--- config.mk ---
export PLATFORM = sky130hd
export DESIGN_NAME = id_pipe
export DESIGN_NICKNAME = d
export VERILOG_FILES = /design/src/rtl/id_pkg.sv /design/src/rtl/id_regfile.sv /design/src/rtl/id_pipe.sv
export SDC_FILE = /design/constraint.sdc
export NUM_CORES = 1
export LEC_CHECK = 0
export ABC_AREA = 1
export ABC_CLOCK_PERIOD_IN_PS = 7650
export CAP_MARGIN = 10
export CORE_UTILIZATION = 60
export CTS_BUF_LIST = sky130_fd_sc_hd__clkbuf_2
export DETAILED_ROUTE_END_ITERATION = 12
export PLACE_DENSITY = 0.82
export RECOVER_POWER = 25
export SLEW_MARGIN = 40
export SYNTH_ARGS = -nofsm -noshare
export SYNTH_HDL_FRONTEND = slang
export SYNTH_SLANG_ARGS = --single-unit
--- constraint.sdc ---
create_clock -name clk -period 7.65 [get_ports clk]
set_clock_uncertainty 0.1 [all_clocks]
set_input_delay 1.1475 -clock clk [delete_from_list [all_inputs] [get_ports clk]]
set_output_delay 1.1475 -clock clk [all_outputs]
set_load 0.05 [all_outputs]
--- src/rtl/id_pkg.sv ---
// Shared decode constants and ID/EX bundle for the id_pipe stage.
// Opcode map, control FSM states and the packed EX control bundle.
package id_pkg;

   localparam logic [3:0] OP_LW  = 4'b1000;
   localparam logic [3:0] OP_SW  = 4'b1001;
   localparam logic [3:0] OP_JAL = 4'b1101;
   localparam logic [3:0] OP_JR  = 4'b1110;
   localparam logic [3:0] OP_HLT = 4'b1111;

   typedef enum logic [1:0] {
      ST_RUN    = 2'd0,
      ST_DRAIN  = 2'd1,
      ST_HALTED = 2'd2
   } state_t;

   // Width-independent part of the ID/EX bundle; operands and dst
   // are parametrised and live beside it in id_pipe.
   typedef struct packed {
      logic        valid;
      logic [15:0] link;
      logic [7:0]  imm8;
      logic [3:0]  shamt;
      logic [2:0]  func;
      logic        src1sel;
      logic        we_rf;
      logic        we_mem;
      logic        re_mem;
      logic        wb_sel;
      logic        hlt;
   } id_ex_t;

   function automatic logic [15:0] sext12(input logic [11:0] v);
      return {{4{v[11]}}, v};
   endfunction

endpackage

--- src/rtl/id_regfile.sv ---
// NREG x DATA_W register file, two combinational read ports.
// R0 is hardwired to zero; reads see a same-cycle WB write.
module id_regfile
   import id_pkg::*;
#(
   parameter int DATA_W = 16,
   parameter int NREG   = 16,
   localparam int AW    = $clog2(NREG)
) (
   input  logic              clk,
   input  logic              rst_n,
   input  logic              we,
   input  logic [AW-1:0]     wa,
   input  logic [DATA_W-1:0] wd,
   input  logic [AW-1:0]     ra0,
   output logic [DATA_W-1:0] rd0,
   input  logic [AW-1:0]     ra1,
   output logic [DATA_W-1:0] rd1
);

   logic [DATA_W-1:0] mem [NREG];
   logic              wr_ok;

   assign wr_ok = we && (wa != '0);

   always_ff @(posedge clk or negedge rst_n) begin
      if (!rst_n) begin
         for (int i = 0; i < NREG; i++) begin
            mem[i] <= '0;
         end
      end else if (wr_ok) begin
         mem[wa] <= wd;
      end
   end

   always_comb begin
      rd0 = mem[ra0];
      rd1 = mem[ra1];
      if (wr_ok && wa == ra0) rd0 = wd;
      if (wr_ok && wa == ra1) rd1 = wd;
      if (ra0 == '0) rd0 = '0;
      if (ra1 == '0) rd1 = '0;
   end

endmodule

--- src/rtl/id_pipe.sv ---
// Instruction decode stage: decode, operand read, hazard stall,
// jump resolution, halt sequencing and the ID/EX register.
module id_pipe
   import id_pkg::*;
#(
   parameter int DATA_W = 16,
   parameter int NREG   = 16,
   localparam int AW    = $clog2(NREG)
) (
   input  logic              clk,
   input  logic              rst_n,
   input  logic              if_valid,
   input  logic [15:0]       if_instr,
   input  logic [15:0]       if_pc,
   output logic              stall,
   output logic              j_ctrl,
   output logic [15:0]       j_pc,
   input  logic              wb_we,
   input  logic [AW-1:0]     wb_dst,
   input  logic [DATA_W-1:0] wb_data,
   input  logic              wb_hlt,
   input  logic              mem_we,
   input  logic [AW-1:0]     mem_dst,
   output logic              ex_valid,
   output logic [DATA_W-1:0] ex_p0,
   output logic [DATA_W-1:0] ex_p1,
   output logic [15:0]       ex_link,
   output logic [7:0]        ex_imm8,
   output logic [3:0]        ex_shamt,
   output logic [2:0]        ex_func,
   output logic              ex_src1sel,
   output logic              ex_we_rf,
   output logic              ex_we_mem,
   output logic              ex_re_mem,
   output logic              ex_wb_sel,
   output logic              ex_hlt,
   output logic [AW-1:0]     ex_dst,
   output logic              halted
);

   state_t            state;
   id_ex_t            ex_q, ex_d;
   logic [DATA_W-1:0] p0_q, p1_q;
   logic [AW-1:0]     dst_q, dst_d;

   logic [3:0]        op, rd, rs, rt;
   logic [AW-1:0]     rd_a, rs_a, rt_a;
   logic [DATA_W-1:0] rs_val, rt_val;
   logic              is_lw, is_sw, is_jal, is_jr;
   logic              is_hlt, is_alu;
   logic              rs_used, rt_used, rs_nz, rt_nz;
   logic              lu_haz, jr_haz, issue;

   assign op   = if_instr[15:12];
   assign rd   = if_instr[11:8];
   assign rs   = if_instr[7:4];
   assign rt   = if_instr[3:0];
   assign rd_a = AW'(rd);
   assign rs_a = AW'(rs);
   assign rt_a = AW'(rt);

   id_regfile #(
      .DATA_W (DATA_W),
      .NREG   (NREG)
   ) u_rf (
      .clk   (clk),
      .rst_n (rst_n),
      .we    (wb_we),
      .wa    (wb_dst),
      .wd    (wb_data),
      .ra0   (rs_a),
      .rd0   (rs_val),
      .ra1   (rt_a),
      .rd1   (rt_val)
   );

   always_comb begin
      is_lw  = 1'b0;
      is_sw  = 1'b0;
      is_jal = 1'b0;
      is_jr  = 1'b0;
      is_hlt = 1'b0;
      is_alu = 1'b0;
      unique case (op)
         OP_LW:   is_lw  = 1'b1;
         OP_SW:   is_sw  = 1'b1;
         OP_JAL:  is_jal = 1'b1;
         OP_JR:   is_jr  = 1'b1;
         OP_HLT:  is_hlt = 1'b1;
         default: is_alu = 1'b1;
      endcase
   end

   assign rs_used = is_alu | is_lw | is_sw | is_jr;
   assign rt_used = is_alu | is_sw;
   assign rs_nz   = (rs_a != '0);
   assign rt_nz   = (rt_a != '0);

   // A WB-stage writer is already visible through the regfile bypass.
   assign lu_haz = ex_q.valid & ex_q.re_mem &
                   ((rs_used & rs_nz & (dst_q == rs_a)) |
                    (rt_used & rt_nz & (dst_q == rt_a)));
   assign jr_haz = is_jr & rs_nz &
                   ((ex_q.valid & ex_q.we_rf & (dst_q == rs_a)) |
                    (mem_we & (mem_dst == rs_a)));

   assign stall  = (state != ST_RUN) |
                   (if_valid & (lu_haz | jr_haz));
   assign issue  = if_valid & ~stall;
   assign j_ctrl = issue & (is_jal | is_jr);
   assign j_pc   = is_jal ? if_pc + sext12(if_instr[11:0])
                          : rs_val[15:0];

   always_comb begin
      ex_d         = '0;
      ex_d.valid   = issue;
      ex_d.link    = if_pc + 16'd1;
      ex_d.imm8    = if_instr[7:0];
      ex_d.shamt   = rt;
      ex_d.func    = is_alu ? op[2:0] : 3'd0;
      ex_d.src1sel = is_lw | is_sw;
      ex_d.we_rf   = issue & (is_alu | is_lw | is_jal);
      ex_d.we_mem  = issue & is_sw;
      ex_d.re_mem  = issue & is_lw;
      ex_d.wb_sel  = is_lw;
      ex_d.hlt     = issue & is_hlt;
      dst_d        = is_jal ? AW'(NREG - 1) : rd_a;
   end

   always_ff @(posedge clk or negedge rst_n) begin
      if (!rst_n) begin
         ex_q  <= '0;
         p0_q  <= '0;
         p1_q  <= '0;
         dst_q <= '0;
      end else begin
         ex_q  <= ex_d;
         p0_q  <= rs_val;
         p1_q  <= rt_val;
         dst_q <= dst_d;
      end
   end

   always_ff @(posedge clk or negedge rst_n) begin
      if (!rst_n) begin
         state  <= ST_RUN;
         halted <= 1'b0;
      end else begin
         unique case (state)
            ST_RUN: begin
               if (issue && is_hlt) state <= ST_DRAIN;
            end
            ST_DRAIN: begin
               if (wb_hlt) begin
                  state  <= ST_HALTED;
                  halted <= 1'b1;
               end
            end
            ST_HALTED: begin
               state  <= ST_HALTED;
               halted <= 1'b1;
            end
            default: begin
               state  <= ST_RUN;
               halted <= 1'b0;
            end
         endcase
      end
   end

   assign ex_valid   = ex_q.valid;
   assign ex_p0      = p0_q;
   assign ex_p1      = p1_q;
   assign ex_link    = ex_q.link;
   assign ex_imm8    = ex_q.imm8;
   assign ex_shamt   = ex_q.shamt;
   assign ex_func    = ex_q.func;
   assign ex_src1sel = ex_q.src1sel;
   assign ex_we_rf   = ex_q.we_rf;
   assign ex_we_mem  = ex_q.we_mem;
   assign ex_re_mem  = ex_q.re_mem;
   assign ex_wb_sel  = ex_q.wb_sel;
   assign ex_hlt     = ex_q.hlt;
   assign ex_dst     = dst_q;

endmodule

Word level (Yosys, flattened, before mapping)
Index checks and enable logic that the tools add are counted.
W data, S select, Z words.
{ "classes": {"addsub": 2, "n_lt_le_gt_ge": 4, "n_eq_ne": 14, "n_mux": 27, "n_bitwise": 34, "reduce_logical": 15} }
{ "op_table": {"columns": ["operator", "n"], "rows": [
  ["$bwmux W256", 1],
  ["$mux W16", 10],
  ["$bmux W16 S4", 2],
  ["$demux W16 S4", 1],
  ["$eq A4 B4 Y1", 5],
  ["$eq A4 B4 Y1 const B", 5],
  ["$and A1 B1 Y1", 18],
  ["$add A16 B1 Y16 const B", 1],
  ["$add A16 B16 Y16", 1],
  ["$ge A5 B5 Y1 const B", 3],
  ["$not A4 Y5", 3],
  ["$reduce_bool A4 Y1", 3],
  ["$or A1 B1 Y1", 11],
  ["$logic_not A4 Y1", 2],
  ["$mux W1", 7],
  ["$pmux W2 S3", 1],
  ["$logic_and A1 B1 Y1", 5],
  ["$lt A5 B1 Y1 const B", 1],
  ["$reduce_or A5 Y1", 1],
  ["$mux W2", 2],
  ["$mux W4", 1],
  ["$ne A2 B2 Y1 const B", 2],
  ["$reduce_and A2 Y1", 2],
  ["$mux W3", 1],
  ["6 further kinds", 7]
]} }
{ "totals": {"ff_bits": 333, "out_inout_bits": 93, "wordCells": 128} }

Logic depth before layout (Yosys ltp)
Gate-level depths: netlist (run 1).
{ "logic_depth": {"depth_word": 18, "ltp_mapped": 15} }

By module
Synthesis (run 1) repeated with hierarchy kept, for this count alone.
{ "hier_totals": {"cells_unflattened": 2754, "hier_area_um2": 19032.0} }
{ "by_module_without_submodules": {"columns": ["mod", "n_inst", "cells_each", "area_per_inst_um2"], "rows": [
  ["id_regfile", 1, 2356, 15377.2],
  ["id_pipe", 1, 398, 3654.8]
]} }

Least setup slack after synthesis (run 1)
No wires, ideal clock.
{ "synth_path": {"path_type": "input to output", "startpoint": "in if_instr[1]", "endpoint": "out j_pc[10]", "t_arrival_ns": 3.463, "setup_slack_ns": 2.940, "path_stages": 13, "n_path_buf": 2, "path_cell_list": "inv_1 > buf_2 > clkbuf_1 > fa_1 > inv_1 > nand3_1 > nand2_1 > a21boi_0 > nor2_1 > nor2_1 > a21oi_1 > xnor2_1 > o21ai_1"} }
{ "synth_between": {"elab_chain_cells": 2} }
{ "synth_lines": {"columns": ["item", "line_no", "text"], "rows": [
  ["from (decl)", "id_pipe.sv:13", "input logic [15:0] if_instr,"],
  ["$add A16 B16 Y16", "id_pipe.sv:111", "assign j_pc = is_jal ? if_pc + sext12(if_instr[11:0])"],
  ["$mux W16", "id_pipe.sv:111", null],
  ["to (decl)", "id_pipe.sv:17", "output logic [15:0] j_pc,"]
]} }
Every way passes these cells.

Final worst setup path (run 1)
{ "layout_path": {"startpoint": "in if_instr[3]", "endpoint": "out j_pc[10]"} }
Same word-level chain as after synthesis.

==> run summary, run 1 <==
Reg power frac: 46.8%
Worst EP arrival: 5.35 ns
CP required: 6.40 ns
Met1 Track Usage GR: 53.40%
Commonest cells post-synth: o21ai_0, nand2_1, dfrtp_1, a21oi_1, inv_1
RSZ-0062 raised after global routing: false
GR peak layer: met2
Leak: 0.009134 uW
Die area: 0.03029 mm2
Vias/cell: 6.256
Post-cts sizing count: 0
Status: complete, but fails checks
Internal: 2969 uW
Number of max-cap violations: 5
Initial antenna violation count: 1
Hold_buf cts: 0
Setup tns final: 0 ns
Yosys top cell area share: 46.35%
CP Launch Type: input pin
Min Clock Period, post-route: 6.599 ns
GR Overflow Total: 0
Synth area leaders: dfrtp_1, o21ai_0, nand2_1, a21oi_1, nand3_1
Final Cycle Share: 86.26%
Combinational power share: 28.5%
Drt total wl: 60.94 mm
Netlist cell types: 44
Nets: 2465
Num Clock Sinks: 329
EDFF count, synth: 0
Switch share: 38.38%
Placed insts: 2679
# rows: 62
R2R setup slack: 5.85 ns
Vias in the first global route: 16738
Dominant synthesized flop cell: dfrtp_1
Synth warn: 0
Fmax: 0.1515 GHz
Die height: 174.1 um
Layout cells sized above 1: 8.860%
Clk Latency, worst-skew pair: 0.97 ns
Crit. End Element: output pin
Post-Syn Nets: 2378
Post-CTS Setup Bufs: 0
Worst Path Max Fanout: 22
GRT Total Usage: 40.73%
Synthesized area: 0.01776 mm2
Critical R2R Launch: u_rf.mem[144]$_DFFE_PN0P_
DRT antenna net count: 0
First-pass GRT wire length: 94.37 mm
WHS Endpoint: u_rf.mem[243]$_DFFE_PN0P_
Non-filler instance count after layout: 2823
Largest net degree at the start of global routing: 90
DRT Pass-1 Iters: 7
DP Wirelength: 39.61 mm
Top cell type by total area after synthesis: dfrtp_1
Final number of max-transition violations: 290
Top-count cell post-synth: o21ai_0
Path type of the worst min-delay path: register to register
Worst r2r dst: ex_p0[0]$_DFF_PN0_
Worst-Margin Slew: 3.990 ns
Min-Delay Startpoint: u_rf.mem[243]$_DFFE_PN0P_
CP Class: input pin to output pin
CTS tree: built
Met3 GRT Util: 9.952%
Clk slew on worst S/H paths: 0.09 ns
GP Congestion: 0.9845
Syn Inst Count: 2296
H-tree depth: 3
Failing checks: max-capacitance violations, max-slew violations
Clock buffer count from CTS: 85
DRC viols: 0
Sw power: 1849 uW
I/O Buffers: 154
Slew margin rel.: -166.0%
Hold-critical path depth: 0
Register area share after synthesis: 46.35%
Fillers: 2415
VDD IR max: 0.1748 mV
Area delta synth->final: 12.46%
Final setup vio count: 0
Root buffer cell: clkbuf_2
Die Width: 174.1 um
Clock power share: 24.7%
Avg Inst Size Synth: 7.736 um2
Core area: 0.02894 mm2
Reg2reg path depth: 4
Synth async-reset ratio: 100.0%
Avg WL per Cell: 21.59 um
Starting DRT DRC Count: 2556
Clk buf depth: 3
Final Hold Vio Count: 0
P per Cell Area: 241.2 mW/mm2
I/O pins: 155
Initial Util: 61.38%
Seq cells post-synth: 329
Vias: 17662
Met2 Usage GRT: 60.37%
-- per-layer routing --
metal	share of wire, %	vias to the layer above
met3	12	264
met4	6.7	0
met2	44	1191
met1	38	8287
met5	0	-
li1	-	7920
-- stage by stage --
stage / power, uW / area (um2) / utilization (%) / hold WS [ns] / setup slack (ns)
2_1_floorplan: 3143 / 17760 / - / 0.3290 / 2.940
3_3_place_gp: 3568 / 19200 / 66.35 / 0.2646 / 1.733
3_5_place_dp: 3628 / 19280 / 66.63 / 0.2680 / 1.658
4_1_cts: 4801 / 20010 / 69.14 / 0.04833 / 1.655
5_1_grt: 5087 / 19970 / 69.03 / 0.3037 / 0.8413
6_report: 4818 / 19970 / 69.03 / 0.2914 / 1.051
-- placed cells by master, fill, tap and decap left out, types with 21 or more instances in the layout --
cell,Yosys,routed
o21ai_0,463,463
nand2_1,439,439
dfrtp_1,329,329
a21oi_1,198,198
inv_1,168,167
nand3_1,148,147
clkdlybuf4s50_1,0,145
nor2_1,141,139
clkbuf_2,0,122
o21ai_1,36,36
buf_4,11,32
o211ai_1,29,29
xor2_1,21,21
-- how the worst max path moves through the flow --
stage / from / to / slack (ns) / cells after the start
2_1_floorplan: if_instr[1] / j_pc[10] / 2.94 / 13
3_3_place_gp: if_instr[6] / j_pc[13] / 1.73 / 13
3_5_place_dp: if_instr[6] / j_pc[13] / 1.66 / 13
4_1_cts: if_instr[6] / j_pc[13] / 1.65 / 13
5_1_grt: if_instr[3] / j_pc[14] / 0.84 / 11
6_report: if_instr[3] / j_pc[10] / 1.05 / 12
-- registers in the layout (all words and copies together) (netlist names), 2 cells and up --
name	flops
state	2
ex_func	3
ex_shamt	3
ex_imm8	5
ex_link	16
ex_dst	4
ex_p1	16
u_rf.mem	256
ex_p0	16
-- power groups by stage --
stage / Sequential, uW / Clock (uW) / Combinational (uW)
after floorplan: 2390 / 0 / 756
after global placement: 2260 / 0 / 1300
after detailed placement: 2280 / 0 / 1350
after CTS: 2240 / 1200 / 1360
after global routing: 2290 / 1300 / 1500
final: 2260 / 1190 / 1370
-- worst max-delay path: stages --
cell	delay, ns
clkdlybuf4s50_1	0.46
clkbuf_1	1.14
ha_1	0.47
a21oi_1	0.14
nand2_1	0.15
a21boi_0	0.44
nor2_1	0.08
nor2_1	0.10
a21oi_1	0.06
xnor2_1	0.14
o21ai_1	0.18
clkdlybuf4s50_1	0.84
-- area by class of cell --
cell class / instances / area, um2 / share of cell area [%]
clock inverter: 22 / 125.1 / 0.6264
timing repair buffer: 193 / 1851 / 9.265
sequential: 329 / 8233 / 41.22
tap: 384 / 480.5 / 2.405
antenna: 1 / 2.502 / 0.01253
clock buffer: 120 / 600.6 / 3.007
multi-input combinational: 1603 / 8040 / 40.25
inverter: 171 / 641.9 / 3.213
-- cell families after synthesis --
family,after synthesis,share of synthesized area (%)
buffers and inverters,364,8.559
DFF,329,46.35
and+or+nand+nor,767,18.07
xor gates and xnor gates,28,1.381
AOI/OAI and AO/OA,787,24.12
adders and majority gates,20,1.451
muxes,1,0.06340
No activity file was read; power rests on OpenSTA's default activity.
==> inputs of run 2 (changes only) <==
==> constraint.sdc (replaced) <==
create_clock -name clk -period 7.65 [get_ports clk]
set_clock_uncertainty 0.1 [all_clocks]
set_input_delay 0.765 -clock clk [delete_from_list [all_inputs] [get_ports clk]]
set_output_delay 0.765 -clock clk [all_outputs]
set_load 0.05 [all_outputs]
==> run summary, run 2 (same netlist as run 1, synthesis figures left out) <==
WP depth: 12 (unchanged)
Met3 GRT Util: 8.596% (was 9.952%)
Max reg flops: 256 (unchanged)
Overall Power: 4860 uW (was 4818 uW)
Core area: 0.02894 mm2 (unchanged)
Leak: 0.009111 uW (was 0.009134 uW)
DRT Pass-1 Iters: 7 (unchanged)
Clk slew on worst S/H paths: 0.11 ns (was 0.09 ns)
DRT antenna net count: 0 (unchanged)
CTS tree: built (unchanged)
CP required: 6.78 ns (was 6.40 ns)
Num Clock Sinks: 329 (unchanged)
Worst-Margin Slew: 3.743 ns (was 3.990 ns)
Number of buffers and inverters on the critical path: 5 (was 3)
Clk Latency, worst-skew pair: 1.01 ns (was 0.97 ns)
Min Clock Period, post-route: 6.139 ns (was 6.599 ns)
Area delta synth->final: 12.55% (was 12.46%)
Clk buf depth: 3 (unchanged)
Fillers: 2362 (was 2415)
H-tree depth: 3 (unchanged)
Most used cell, CP: nand2_1
DP Wirelength: 38.47 mm (was 39.61 mm)
Initial antenna violation count: 2 (was 1)
Clock buffer count from CTS: 84 (was 85)
RSZ-0062 raised after global routing: false (unchanged)
CP Class: input pin to output pin (unchanged)
Vias/cell: 6.301 (was 6.256)
Nets: 2462 (was 2465)
Met1 Track Usage GR: 52.69% (was 53.40%)
Root buffer cell: clkbuf_2 (unchanged)
Non-filler instance count after layout: 2817 (was 2823)
Worst Path Max Fanout: 41 (was 22)
Layout cells sized above 1: 8.429% (was 8.860%)
Final Hold Vio Count: 0 (unchanged)
Post-cts sizing count: 0 (unchanged)
Number of max-cap violations: 7 (was 5)
GR peak layer: met2 (unchanged)
Crit. End Element: output pin (unchanged)
Failing checks: max-capacitance violations, max-slew violations (unchanged)
Crit path max-delay cell type: clkbuf_1 (unchanged)
Hold_buf cts: 1 (was 0)
Setup tns final: 0 ns (unchanged)
GR Overflow Total: 0 (unchanged)
VDD IR max: 0.1501 mV (was 0.1748 mV)
DRC viols: 0 (unchanged)
Die area: 0.03029 mm2 (unchanged)
Avg WL per Cell: 21.41 um (was 21.59 um)
Post-CTS Setup Bufs: 0 (unchanged)
Reg2reg path depth: 4 (unchanged)
CP Launch Type: input pin (unchanged)
Drt total wl: 60.30 mm (was 60.94 mm)
# rows: 62 (unchanged)
Most frequent cells in the layout: o21ai_0, nand2_1, dfrtp_1 (unchanged)
Status: complete, but fails checks (unchanged)
Initial Util: 61.38% (unchanged)
Vias: 17750 (was 17662)
Final Cycle Share: 80.25% (was 86.26%)
I/O pins: 155 (unchanged)
Hold-critical path depth: 1 (was 0)
GP Congestion: 0.9850 (was 0.9845)
Starting DRT DRC Count: 2404 (was 2556)
Die height: 174.1 um (unchanged)
Largest Register: u_rf.mem (unchanged)
Vias in the first global route: 16811 (was 16738)
Die Width: 174.1 um (unchanged)
I/O Buffers: 154 (unchanged)
P per Cell Area: 243.1 mW/mm2 (was 241.2 mW/mm2)
Met2 Usage GRT: 61.80% (was 60.37%)
Worst EP arrival: 5.27 ns (was 5.35 ns)
Commonest non-fill, non-tap cell in the layout: o21ai_0 (unchanged)
Family with the most delay on the worst path: buffers and inverters (unchanged)
First-pass GRT wire length: 93.78 mm (was 94.37 mm)
Path type of the worst min-delay path: input pin to register (was register to register)
Slew margin rel.: -149.5% (was -166.0%)
Final number of max-transition violations: 251 (was 290)
Worst path cell trace: clkbuf_1, buf_12, inv_2, buf_4, nand2_1, nand4_1, nor2_1, nand2_2, a41oi_2, nand2_1, nand2_1, clkdlybuf4s50_1 (was clkdlybuf4s50_1, clkbuf_1, ha_1, a21oi_1, nand2_1, a21boi_0, nor2_1, nor2_1, a21oi_1, xnor2_1, o21ai_1, clkdlybuf4s50_1)
Fmax: 0.1629 GHz (was 0.1515 GHz)
GRT Total Usage: 40.20% (was 40.73%)
Largest net degree at the start of global routing: 151 (was 90)
Slowest cell delay on critical path: 1.40 ns (was 1.14 ns)
Final setup vio count: 0 (unchanged)
Placed insts: 2674 (was 2679)
==> run 2: cell types whose count changed in the layout (fill, tap and decap cells not counted), moves of 3 or more <==
cell      change
clkbuf_2      -7
clkbuf_1      +7
buf_4         -7
clkinv_4      +3
==> run 2: power breakdown <==
part | internal (uW) | switching [uW] | total (uW)
Combinational | 457 | 905 | 1360
Sequential | 2060 | 208 | 2270
Clock | 481 | 752 | 1230
Total | 2990 | 1870 | 4860
==> run 2: cell type report <==
class | count | area [um2] | share of cell area, %
Antenna cell | 1 | 2.502 | 0.01252
Sequential cell | 329 | 8233 | 41.18
Timing Repair Buffer | 191 | 1819 | 9.101
Multi-Input combinational cell | 1603 | 8065 | 40.35
Tap cell | 384 | 480.5 | 2.403
Inverter | 171 | 641.9 | 3.211
Clock buffer | 115 | 575.6 | 2.879
Clock inverter | 23 | 172.7 | 0.8637
==> run 2: worst reg2reg max path: stages (launching register included) <==
cell	delay, ns
dfrtp_1	0.40
nor2_1	0.07
o22ai_1	0.57
a21oi_2	0.16
a221oi_2	0.39
==> run 2: path summary, 6_finish.rpt <==
path                       slack, ns                       from                        end
hold / removal                  0.18                if_instr[1]      ex_shamt[1]$_DFF_PN0_
hold reg to reg                 0.29  u_rf.mem[254]$_DFFE_PN0P_  u_rf.mem[254]$_DFFE_PN0P_
max in group asynchronous       2.39                      rst_n    u_rf.mem[8]$_DFFE_PN0P_
setup reg to reg                5.82  u_rf.mem[189]$_DFFE_PN0P_        ex_p0[13]$_DFF_PN0_
setup / recovery                1.51                if_instr[5]                    j_pc[9]
min in group asynchronous       0.73                      rst_n  u_rf.mem[192]$_DFFE_PN0P_
==> run 2: through the flow <==
| step | hold WS (ns) | instance area [um2] | setup WS, ns | util, % |
|---|---|---|---|---|
| 2_1_floorplan | 0.3290 | 17760 | 3.705 | - |
| 3_5_place_dp | 0.2656 | 19200 | 2.625 | 66.37 |
| 4_1_cts | 0.01229 | 19960 | 2.591 | 68.99 |
| 5_1_grt | 0.1862 | 19990 | 1.262 | 69.09 |
| 3_3_place_gp | 0.2655 | 19190 | 2.688 | 66.33 |
| 6_report | 0.1844 | 19990 | 1.511 | 69.09 |
==> run 2: routing by layer <==
metal	wire length (um)	up-vias
met5	0	-
met4	3529	0
met3	6818	275
met2	27200	1267
met1	22750	8288
li1	-	7920
